`src/rtl/rr_pkg.sv`:
```
// ---------------------------------------------------------------------------
// rr_pkg
// Shared types and helpers for the round-robin arbiter.
//   rr_clog2  : index width for a requester count (minimum 1 bit)
//   rr_idx_t  : requester index type for the default 10-requester build
//   rr_inc    : modulo-n increment (wraps at n, not at a power of two)
//   rr_onehot : one-hot vector for an index, zero when the index is >= n
// ---------------------------------------------------------------------------
package rr_pkg;

    // Widest requester count the one-hot helper can represent.
    localparam int RR_NMAX = 64;

    function automatic int rr_clog2(int n);
        int r = 0;
        while ((1 << r) < n) r++;
        return (r < 1) ? 1 : r;
    endfunction

    localparam int RR_N    = 10;
    localparam int RR_LOGN = rr_clog2(RR_N);

    typedef logic [RR_LOGN-1:0] rr_idx_t;

    function automatic int rr_inc(int idx, int n);
        return (idx + 1 >= n) ? 0 : idx + 1;
    endfunction

    function automatic logic [RR_NMAX-1:0] rr_onehot(int idx, int n);
        return (idx < n) ? (RR_NMAX'(1) << idx) : '0;
    endfunction

endpackage

```
`src/rtl/rr_arbiter_if.sv`:
```
// ---------------------------------------------------------------------------
// rr_arbiter_if
// Request/grant bundle between requesters and the round-robin arbiter.
//   en       : arbitration enable (requester side drives)
//   req      : per-requester pending request (requester side drives)
//   gnt      : registered one-hot-or-zero grant (arbiter drives)
//   gnt_vld  : registered, equals |gnt
//   gnt_idx  : registered binary index of the grant, 0 when idle
//   last_ptr : registered index of the most recently granted requester
// master = requester side, slave = arbiter side.
// ---------------------------------------------------------------------------
interface rr_arbiter_if #(
    parameter int N    = 10,
    parameter int LOGN = $clog2(N)
) ();
    logic            en;
    logic [N-1:0]    req;
    logic [N-1:0]    gnt;
    logic            gnt_vld;
    logic [LOGN-1:0] gnt_idx;
    logic [LOGN-1:0] last_ptr;

    modport master (
        output en, req,
        input  gnt, gnt_vld, gnt_idx, last_ptr
    );

    modport slave (
        input  en, req,
        output gnt, gnt_vld, gnt_idx, last_ptr
    );
endinterface

```
`src/rtl/rr_pick.sv`:
```
// ---------------------------------------------------------------------------
// rr_pick
// Combinational circular priority pick. Returns the lowest set bit of i_eff
// at or above i_start; if there is none, the lowest set bit overall (the
// search wraps past N-1 back to 0).
//   i_eff   : effective request vector
//   i_start : first index to consider (already wrapped into 0..N-1)
//   o_pick  : winning index, 0 when nothing is pending
//   o_any   : at least one bit of i_eff is set
// ---------------------------------------------------------------------------
module rr_pick #(
    parameter int N    = 10,
    parameter int LOGN = $clog2(N)
) (
    input  logic [N-1:0]    i_eff,
    input  logic [LOGN-1:0] i_start,
    output logic [LOGN-1:0] o_pick,
    output logic            o_any
);

    logic            w_hi_any;
    logic [LOGN-1:0] w_hi_idx;
    logic            w_lo_any;
    logic [LOGN-1:0] w_lo_idx;

    // Two masked passes folded into one downward scan: the last hit written
    // is the lowest index, both for the "at or above start" pass and for the
    // unmasked wrap-around pass.
    always_comb begin
        w_hi_any = 1'b0;
        w_hi_idx = '0;
        w_lo_any = 1'b0;
        w_lo_idx = '0;
        for (int i = N - 1; i >= 0; i--) begin
            if (i_eff[i]) begin
                w_lo_any = 1'b1;
                w_lo_idx = LOGN'(i);
                if (i >= int'(i_start)) begin
                    w_hi_any = 1'b1;
                    w_hi_idx = LOGN'(i);
                end
            end
        end
    end

    assign o_pick = w_hi_any ? w_hi_idx : w_lo_idx;
    assign o_any  = w_lo_any;

endmodule

```
`src/rtl/rr_arbiter.sv`:
```
// ---------------------------------------------------------------------------
// rr_arbiter
// Round-robin arbiter with registered one-hot grant. Each enabled cycle it
// grants the first pending requester strictly after last_ptr in circular
// order (mod N). A requester whose grant is currently showing is excluded,
// so grants are single-cycle pulses and a held request re-queues behind the
// others.
// Ports:
//   clk : clock
//   rst : synchronous, active-high reset (last_ptr -> N-1, grant cleared)
//   bus : rr_arbiter_if.slave (en, req in; gnt, gnt_vld, gnt_idx, last_ptr out)
// ---------------------------------------------------------------------------
module rr_arbiter
    import rr_pkg::*;
#(
    parameter int N    = 10,
    parameter int LOGN = $clog2(N)
) (
    input  logic         clk,
    input  logic         rst,
    rr_arbiter_if.slave  bus
);

    logic [N-1:0]    r_gnt;
    logic            r_gnt_vld;
    logic [LOGN-1:0] r_gnt_idx;
    logic [LOGN-1:0] r_last_ptr;

    logic [N-1:0]    w_eff;
    logic [LOGN-1:0] w_start;
    logic [LOGN-1:0] w_pick;
    logic            w_any;
    logic [N-1:0]    w_pick_onehot;

    // The requester being granted right now is consumed this cycle.
    assign w_eff         = bus.req & ~r_gnt;
    assign w_start       = LOGN'(rr_inc(int'(r_last_ptr), N));
    assign w_pick_onehot = N'(rr_onehot(int'(w_pick), N));

    rr_pick #(
        .N    (N),
        .LOGN (LOGN)
    ) u_pick (
        .i_eff   (w_eff),
        .i_start (w_start),
        .o_pick  (w_pick),
        .o_any   (w_any)
    );

    always_ff @(posedge clk) begin
        if (rst) begin
            r_gnt      <= '0;
            r_gnt_vld  <= 1'b0;
            r_gnt_idx  <= '0;
            r_last_ptr <= LOGN'(N - 1);
        end else if (bus.en && w_any) begin
            r_gnt      <= w_pick_onehot;
            r_gnt_vld  <= 1'b1;
            r_gnt_idx  <= w_pick;
            r_last_ptr <= w_pick;
        end else begin
            // Idle or stalled: any in-flight grant drops after its one cycle.
            r_gnt      <= '0;
            r_gnt_vld  <= 1'b0;
            r_gnt_idx  <= '0;
        end
    end

    assign bus.gnt      = r_gnt;
    assign bus.gnt_vld  = r_gnt_vld;
    assign bus.gnt_idx  = r_gnt_idx;
    assign bus.last_ptr = r_last_ptr;

    a_gnt_onehot0 : assert property (@(posedge clk) disable iff (rst)
        $onehot0(r_gnt));
    a_vld_matches : assert property (@(posedge clk) disable iff (rst)
        r_gnt_vld == (|r_gnt));
    a_idx_matches : assert property (@(posedge clk) disable iff (rst)
        r_gnt_vld |-> r_gnt[r_gnt_idx]);
    a_ptr_range   : assert property (@(posedge clk) disable iff (rst)
        int'(r_last_ptr) < N);

endmodule

```
`src/flat_wrapper.sv`:
```
// flat-port wrapper written by rule: the top's interface ports become plain ports
module rr_arbiter_flat import rr_pkg::*;
#(
    parameter int N    = 10,
    parameter int LOGN = $clog2(N)
)
  (clk, rst, bus_en, bus_req, bus_gnt, bus_gnt_vld, bus_gnt_idx, bus_last_ptr);
  rr_arbiter_if #(.N(N), .LOGN(LOGN)) bus_i ();
  input  logic clk;
  input  logic rst;
  input wire logic [$bits(bus_i.en)-1:0] bus_en;
  input wire logic [$bits(bus_i.req)-1:0] bus_req;
  output wire logic [$bits(bus_i.gnt)-1:0] bus_gnt;
  output wire logic [$bits(bus_i.gnt_vld)-1:0] bus_gnt_vld;
  output wire logic [$bits(bus_i.gnt_idx)-1:0] bus_gnt_idx;
  output wire logic [$bits(bus_i.last_ptr)-1:0] bus_last_ptr;
  assign bus_i.en = bus_en;
  assign bus_i.req = bus_req;
  assign bus_gnt = bus_i.gnt;
  assign bus_gnt_vld = bus_i.gnt_vld;
  assign bus_gnt_idx = bus_i.gnt_idx;
  assign bus_last_ptr = bus_i.last_ptr;
  rr_arbiter #(.N(N), .LOGN(LOGN)) u_core (.clk(clk), .rst(rst), .bus(bus_i));
endmodule
```
`config.mk`:
```
export PLATFORM = sky130hd
export DESIGN_NAME = rr_arbiter_flat
export DESIGN_NICKNAME = d
export VERILOG_FILES = /design/src/rtl/rr_pkg.sv /design/src/rtl/rr_arbiter_if.sv /design/src/rtl/rr_pick.sv /design/src/rtl/rr_arbiter.sv /design/src/flat_wrapper.sv
export SDC_FILE = /design/constraint.sdc
export NUM_CORES = 1
export LEC_CHECK = 0
export ABC_AREA = 1
export CAP_MARGIN = 20
export CELL_PAD_IN_SITES_DETAIL_PLACEMENT = 1
export CELL_PAD_IN_SITES_GLOBAL_PLACEMENT = 1
export CORE_ASPECT_RATIO = 0.7
export CORE_MARGIN = 5
export CORE_UTILIZATION = 37
export CTS_BUF_LIST = sky130_fd_sc_hd__clkbuf_2
export CTS_CLUSTER_DIAMETER = 120
export DETAILED_ROUTE_END_ITERATION = 8
export GPL_ROUTABILITY_DRIVEN = 0
export GPL_TIMING_DRIVEN = 1
export PLACE_DENSITY = 0.95
export SLEW_MARGIN = 25
export SYNTH_ARGS = -nofsm -noshare
export SYNTH_HDL_FRONTEND = slang
export SYNTH_SLANG_ARGS = --single-unit
```
`constraint.sdc`:
```
create_clock -name clk -period 6.15 [get_ports clk]
set_input_delay 0.9225 -clock clk [delete_from_list [all_inputs] [get_ports clk]]
set_output_delay 0.9225 -clock clk [all_outputs]
set_load 0.02 [all_outputs]
```
Word-level counts from Yosys, hierarchy flattened

Cells that the tools add are included.

Mux-type cells: 63
Bitwise gates (word level): 4
Shift operators: 1
Add/subtract/negate cells: 1
Order comparisons: 12
Reductions and logical operators: 3

Operator list:

| cell                   | count |
|---|---|
| $mux W4                | 32 |
| $mux W1                | 31 |
| $ge A3 B4 Y1 const A   | 4 |
| $and A10 B10 Y10       | 1 |
| $not A10 Y10           | 1 |
| $shl A1 B4 Y10 const A | 1 |
| $ge A1 B4 Y1 const A   | 2 |
| $ge A2 B4 Y1 const A   | 2 |
| $ge A4 B4 Y1 const A   | 2 |
| $add A4 B1 Y5 const B  | 1 |
| $ge A5 B4 Y1 const B   | 1 |
| $lt A4 B4 Y1 const B   | 1 |
| $reduce_or A3 Y1       | 1 |
| $not A1 Y1             | 2 |
| $reduce_or A2 Y1       | 1 |
| $logic_and A1 B1 Y1    | 1 |

Logic and storage cells: 88
Register bits after elaboration: 19
Input bits: 13
Output and inout bits: 19

Longest topological paths before layout

Depth in word-level cells: 28
Mapped depth: 19
Mapped depth without buffers: 19

By module

From an unflattened synthesis, not the netlist that was laid out.

Cells, all modules: 175
Area, all modules: 1,121.1 µm²

Modules (own cells, without submodules):

| module     | instances | sequential area each (µm²) | cells each | area each (µm²) |
|---|---|---|---|---|
| rr_arbiter | 1         | 380.4                      | 104        | 768.2 |
| rr_pick    | 1         | 0.0                        | 71         | 352.8 |

Worst setup path after synthesis

No wires, ideal clock.

Kind: input port to flip-flop
From: in bus_req[7]
To: reg u_core.r_last_ptr[2], in the netlist u_core.bus.last_ptr[2]
Buffers on the path: 0
Path slack: 3.889 ns
Stages on the path: 14
Library setup time: 0.122 ns
Data arrival time: 2.139 ns
Data required time: 6.028 ns
Path through: inv_1 nor2_1 inv_1 o21ai_0 nor3_1 inv_1 nor2_1 inv_1 o21ai_0 nor2_1 inv_1 nor2_4 inv_2 o21ai_0

Cells in the longest elaborated chain, start to end: 17
Elaborated cells between the ends (all ways): 49
Those cells by class: 47 x mux; 1 x bitwise; 1 x reduce/logical

Ends and longest elaborated chain:

| item                                      | line               | RTL |
|---|---|---|
| from (decl)                               | flat_wrapper.sv:12 | `input wire logic [$bits(bus_i.req)-1:0] bus_req;` |
| $and A10 B10 Y10 *                        | rr_arbiter.sv:36   | `assign w_eff = bus.req & ~r_gnt;` |
| $mux W4 / $mux W1 (equally long branches) | rr_pick.sv:35      | `if (i_eff[i]) begin` |
| $mux W4 / $mux W1 (equally long branches) | rr_pick.sv:38      | `if (i >= int'(i_start)) begin` |
| $mux W4 / $mux W1 (equally long branches) | rr_pick.sv:35      |  |
| $mux W4 / $mux W1 (equally long branches) | rr_pick.sv:38      |  |
| $mux W4 / $mux W1 (equally long branches) | rr_pick.sv:35      |  |
| $mux W4 / $mux W1 (equally long branches) | rr_pick.sv:38      |  |
| $mux W4 / $mux W1 (equally long branches) | rr_pick.sv:35      |  |
| $mux W4 / $mux W1 (equally long branches) | rr_pick.sv:38      |  |
| $mux W4 / $mux W1 (equally long branches) | rr_pick.sv:35      |  |
| $mux W4 / $mux W1 (equally long branches) | rr_pick.sv:38      |  |
| $mux W4 / $mux W1 (equally long branches) | rr_pick.sv:35      |  |
| $mux W4 / $mux W1 (equally long branches) | rr_pick.sv:38      |  |
| $mux W4 / $mux W1 (equally long branches) | rr_pick.sv:35      |  |
| $mux W4 / $mux W1 (equally long branches) | rr_pick.sv:38      |  |
| $mux W4 / $mux W1 (equally long branches) | rr_pick.sv:35      |  |
| $mux W4                                   | rr_pick.sv:46      | `assign o_pick = w_hi_any ? w_hi_idx : w_lo_idx;` |
| to (signal assigned)                      | rr_arbiter.sv:55   | `r_last_ptr <= LOGN'(N - 1);` |
| to (signal assigned)                      | rr_arbiter.sv:60   | `r_last_ptr <= w_pick;` |
| to (decl)                                 | rr_arbiter.sv:27   | `logic [LOGN-1:0] r_last_ptr;` |

Every way passes the cells marked *; elsewhere a longest branch is shown, timed or not.
A chain may end at the register's enable or synchronous reset.

Worst setup path after layout

From: in bus_req[7]
To: reg u_core.r_gnt[9], in the netlist u_core.bus.gnt[9]

Cells in the longest elaborated chain, start to end: 20
Elaborated cells between the ends (all ways): 54
Those cells by class: 1 x order compare; 1 x shift; 47 x mux; 3 x bitwise; 2 x reduce/logical

Ends and longest elaborated chain:

| item                                      | line             | RTL |
|---|---|---|
| $and A10 B10 Y10 *                        | rr_arbiter.sv:36 |  |
| $mux W4 / $mux W1 (equally long branches) | rr_pick.sv:35    |  |
| $mux W4 / $mux W1 (equally long branches) | rr_pick.sv:38    |  |
| $mux W4 / $mux W1 (equally long branches) | rr_pick.sv:35    |  |
| $mux W4 / $mux W1 (equally long branches) | rr_pick.sv:38    |  |
| $mux W4 / $mux W1 (equally long branches) | rr_pick.sv:35    |  |
| $mux W4 / $mux W1 (equally long branches) | rr_pick.sv:38    |  |
| $mux W4 / $mux W1 (equally long branches) | rr_pick.sv:35    |  |
| [... 4 more ...]                          | -                |  |
| $mux W4 / $mux W1 (equally long branches) | rr_pick.sv:38    |  |
| $mux W4 / $mux W1 (equally long branches) | rr_pick.sv:35    |  |
| $mux W4 / $mux W1 (equally long branches) | rr_pick.sv:38    |  |
| $mux W4 / $mux W1 (equally long branches) | rr_pick.sv:35    |  |
| $mux W4                                   | rr_pick.sv:46    |  |
| $lt A4 B4 Y1                              | rr_pkg.sv:30     | `return (idx < n) ? (RR_NMAX'(1) << idx) : '0;` |
| $not A1 Y1 (no source line)               | -                |  |
| $reduce_or A3 Y1 (no source line)         | -                |  |
| to (signal assigned)                      | rr_arbiter.sv:57 | `r_gnt <= w_pick_onehot;` |
| to (decl)                                 | rr_arbiter.sv:24 | `logic [N-1:0] r_gnt;` |

Marks and branches as above.

==> flow_summary.json <==
{
  "fmaxAchievable_mhz": 358.0,
  "worstPathCellList": "clkdlybuf4s50_1 > inv_1 > nor2_1 > inv_1 > o21ai_0 > nor3_1 > inv_1 > nor2_1 > inv_1 > o21ai_0 > nor2_1 > inv_1 > nor2_1 > inv_1 > nor2_1",
  "worstRegToRegCells": 16,
  "detail_route.wl_per_cell_um": 14.35,
  "die_w_um": 78.77,
  "cts-hold-fix-buffers": 0,
  "internal_power_uw": 198.5,
  "layout.core_utilization_pct": 50.57,
  "worst_path_max_delay_cell": "clkdlybuf4s50_1",
  "num-nets-final": 243,
  "max-vdd-ir-drop_mv": 0.1525,
  "clock_tree.htree_level_count": 1,
  "clk-insertion-delay-late_ns": 0.31,
  "clkSinkCount": 19,
  "coreArea_sq_mm": 0.003169,
  "share_seq_of_total_power_pct": 41.4,
  "p_sw_share_pct": 40.64,
  "layout.area.seq_sq_um": 380.4,
  "synth_area_leader_cell": "dfxtp_1",
  "vias_in_the_first_global_route": 1396,
  "timing.critical_path.arrival_ns": 3.04,
  "fillerInstances": 408,
  "switch_pwr_uw": 135.9,
  "power.share.clock_pct": 16.2,
  "startpoint_type": "primary input",
  "cts-resized-gates": 0,
  "crit_path_max_fanout": 5,
  "worstMarginPinSlew_ns": 0.3723,
  "reg2reg_to": "u_core.bus.gnt[7]",
  "cts_buffers": 3,
  "slew_viols_final": 0,
  "maxCapViolations": 0,
  "final.setup.tns_ns": 0,
  "run_status": "finished clean",
  "end_point_of_the_worst_hold_path": "u_core.bus.last_ptr[3]",
  "first_pass_iters": 4,
  "route.vias.total": 1266,
  "power_density_mw_per_mm2": 208.6,
  "whs_path_depth": 2,
  "yosys.cell_types.count": 23,
  "reg2reg_from": "u_core.bus.last_ptr[1]",
  "die_area_sq_mm": 0.004580,
  "post_synth_instance_area_sq_mm": 0.001225,
  "max_slew_margin_pct": 75.09,
  "grt_remaining_overflow": 0,
  "most-common-layout-cells": "inv_1, nand2_1, nor2_1, clkdlybuf4s50_1, dfxtp_1",
  "grt.total_usage_pct": 17.80,
  "clkTransAtPathRegs_ns": 0.17,
  "io_port_bufs": 31,
  "initial_antenna_violation_count": 0,
  "worst-endpoint-required_ns": 6.40,
  "remaining_drc_errors": 0,
  "multi_input_area_sq_um": 666.9,
  "fin_ws_ns": 3.357,
  "pre_cts_ws_ns": 3.154,
  "hold_start": "u_core.bus.last_ptr[3]",
  "post_synth_inst_count": 192,
  "fin_area_sq_mm": 0.001603,
  "root_buffer_master": "clkbuf_2",
  "share_comb_of_total_power_pct": 42.4,
  "synth.yosys.warnings": 0,
  "dpl.cell_count": 261,
  "clock_tree_from_tritoncts": "yes",
  "place.detailed.hpwl_mm": 3.223,
  "worst-setup-path-type": "in -> reg",
  "placedInstanceArea_sq_mm": 0.001583,
  "clock_skew_ns": 0.007420,
  "power.static_leakage_uw": 0.0007760,
  "num_antenna_cells": 0,
  "period_share_pct": 45.42,
  "synthToLayoutAreaGrowth_pct": 30.85,
  "post-route-min-period_ns": 2.793,
  "timing_hold_violations_final": 0,
  "start_util_pct": 38.65,
  "route.detailed.vias_per_inst": 4.777,
  "final_ant_viol_nets": 0,
  "worst_path_largest_cell_delay_ns": 0.46,
  "postCtsSetupRepairBufs": 0,
  "setup_viol_count_final": 0,
  "final_common_cell": "inv_1",
  "first_iter_violations": 35,
  "drive_above_1_share_pct": 14.10,
  "dieHeight_um": 58.14,
  "cp-end-kind": "flop",
  "synth_sequential_area_ratio_pct": 31.05,
  "synthTopCellsByArea": "dfxtp_1, inv_1, nand2_1, nor2_1, nand2_2",
  "finalNonFillerCells": 265,
  "post-synth-top-area-fraction_pct": 31.05,
  "setup.reg_to_reg.worst_slack_ns": 3.69,
  "grt_setup_unrepaired": "no",
  "grt_pass1_wl_mm": 6.472,
  "totalWireLength_mm": 3.802,
  "cp_common_cell": "inv_1",
  "maximum_number_of_pins_on_one_net_before_global_route_repair": 11,
  "hold_class": "reg -> reg",
  "floorplan.rows": 17,
  "floorplan.io_pins": 32,
  "synthesis.area_per_instance_sq_um": 6.380,
  "postSynthRegisterBits": 19,
  "clock_path_buffers": 2,
  "synth_net_count": 207
}
how the worst max path moves through the flow:
stage,startpoint,to,slack (ns),cells past startpoint
after floorplan,bus_req[7],u_core.bus.last_ptr[2],3.89,14
after global placement,bus_req[1],u_core.bus.gnt[8],3.34,15
after detailed placement,bus_req[7],u_core.bus.last_ptr[2],3.15,15
after CTS,bus_req[7],u_core.bus.gnt[9],3.41,15
after global routing,bus_req[1],u_core.bus.gnt[9],3.14,15
final,bus_req[7],u_core.bus.gnt[9],3.36,15
through the flow:
stage | total power (uW) | hold WS [ns]
4_1_cts | 334.6 | 0.5899
6_report | 334.4 | 0.6064
3_3_place_gp | 275.9 | 0.5540
5_1_grt | 356.7 | 0.6277
2_1_floorplan | 234.0 | 0.5947
3_5_place_dp | 281.9 | 0.5696
critical path, delay by kind of cell:
kind / cells / cell delay (ns)
AND/OR/NAND/NOR: 6 / 0.91
buffers and inverters: 7 / 1.00
AO/OA/AOI/OAI: 2 / 0.21
flip-flops by register name (all words and copies together) (netlist names):
signal	flops
u_core.bus.gnt_vld	1
u_core.bus.gnt	10
u_core.bus.last_ptr	4
u_core.bus.gnt_idx	4
metal layers:
layer | track usage (%) | wire, um
met1 | 24.28 | 1920
met2 | 29.75 | 1726
met3 | 2.174 | 116
met4 | 4.988 | 38
met5 | 0 | 0
kinds of logic after synthesis:
group           synth area share, %
compound gates                5.822
flops                         31.05
fa+ha+maj                     2.043
simple gates                  46.58
buf+inv                       14.50
final cells by class:
type                            count  area share, %
Multi-Input combinational cell    126          41.61
Sequential cell                    19          23.73
Timing Repair Buffer               31          19.36
Inverter                           47          11.09
Tap cell                           38          2.966
Clock buffer                        4          1.249
power by group through the flow:
stage          Combinational, uW  Clock [uW]  Sequential, uW
2_1_floorplan               85.7           0             148
3_3_place_gp                 136           0             140
3_5_place_dp                 141           0             141
4_1_cts                      142        53.9             138
5_1_grt                      156        60.5             140
6_report                     142        54.1             138
Yosys cell counts, drive strengths merged:
master	count
dfxtp	19
nand4	3
o21ai	5
nor3	2
a31oi	1
o211ai	2
ha	2
o2111ai	1
nand2	56
o22ai	1
a21oi	2
clkinv	1
inv	46
nor2	37
nand3	14
Note: power is estimated with default switching activity, not from simulation.
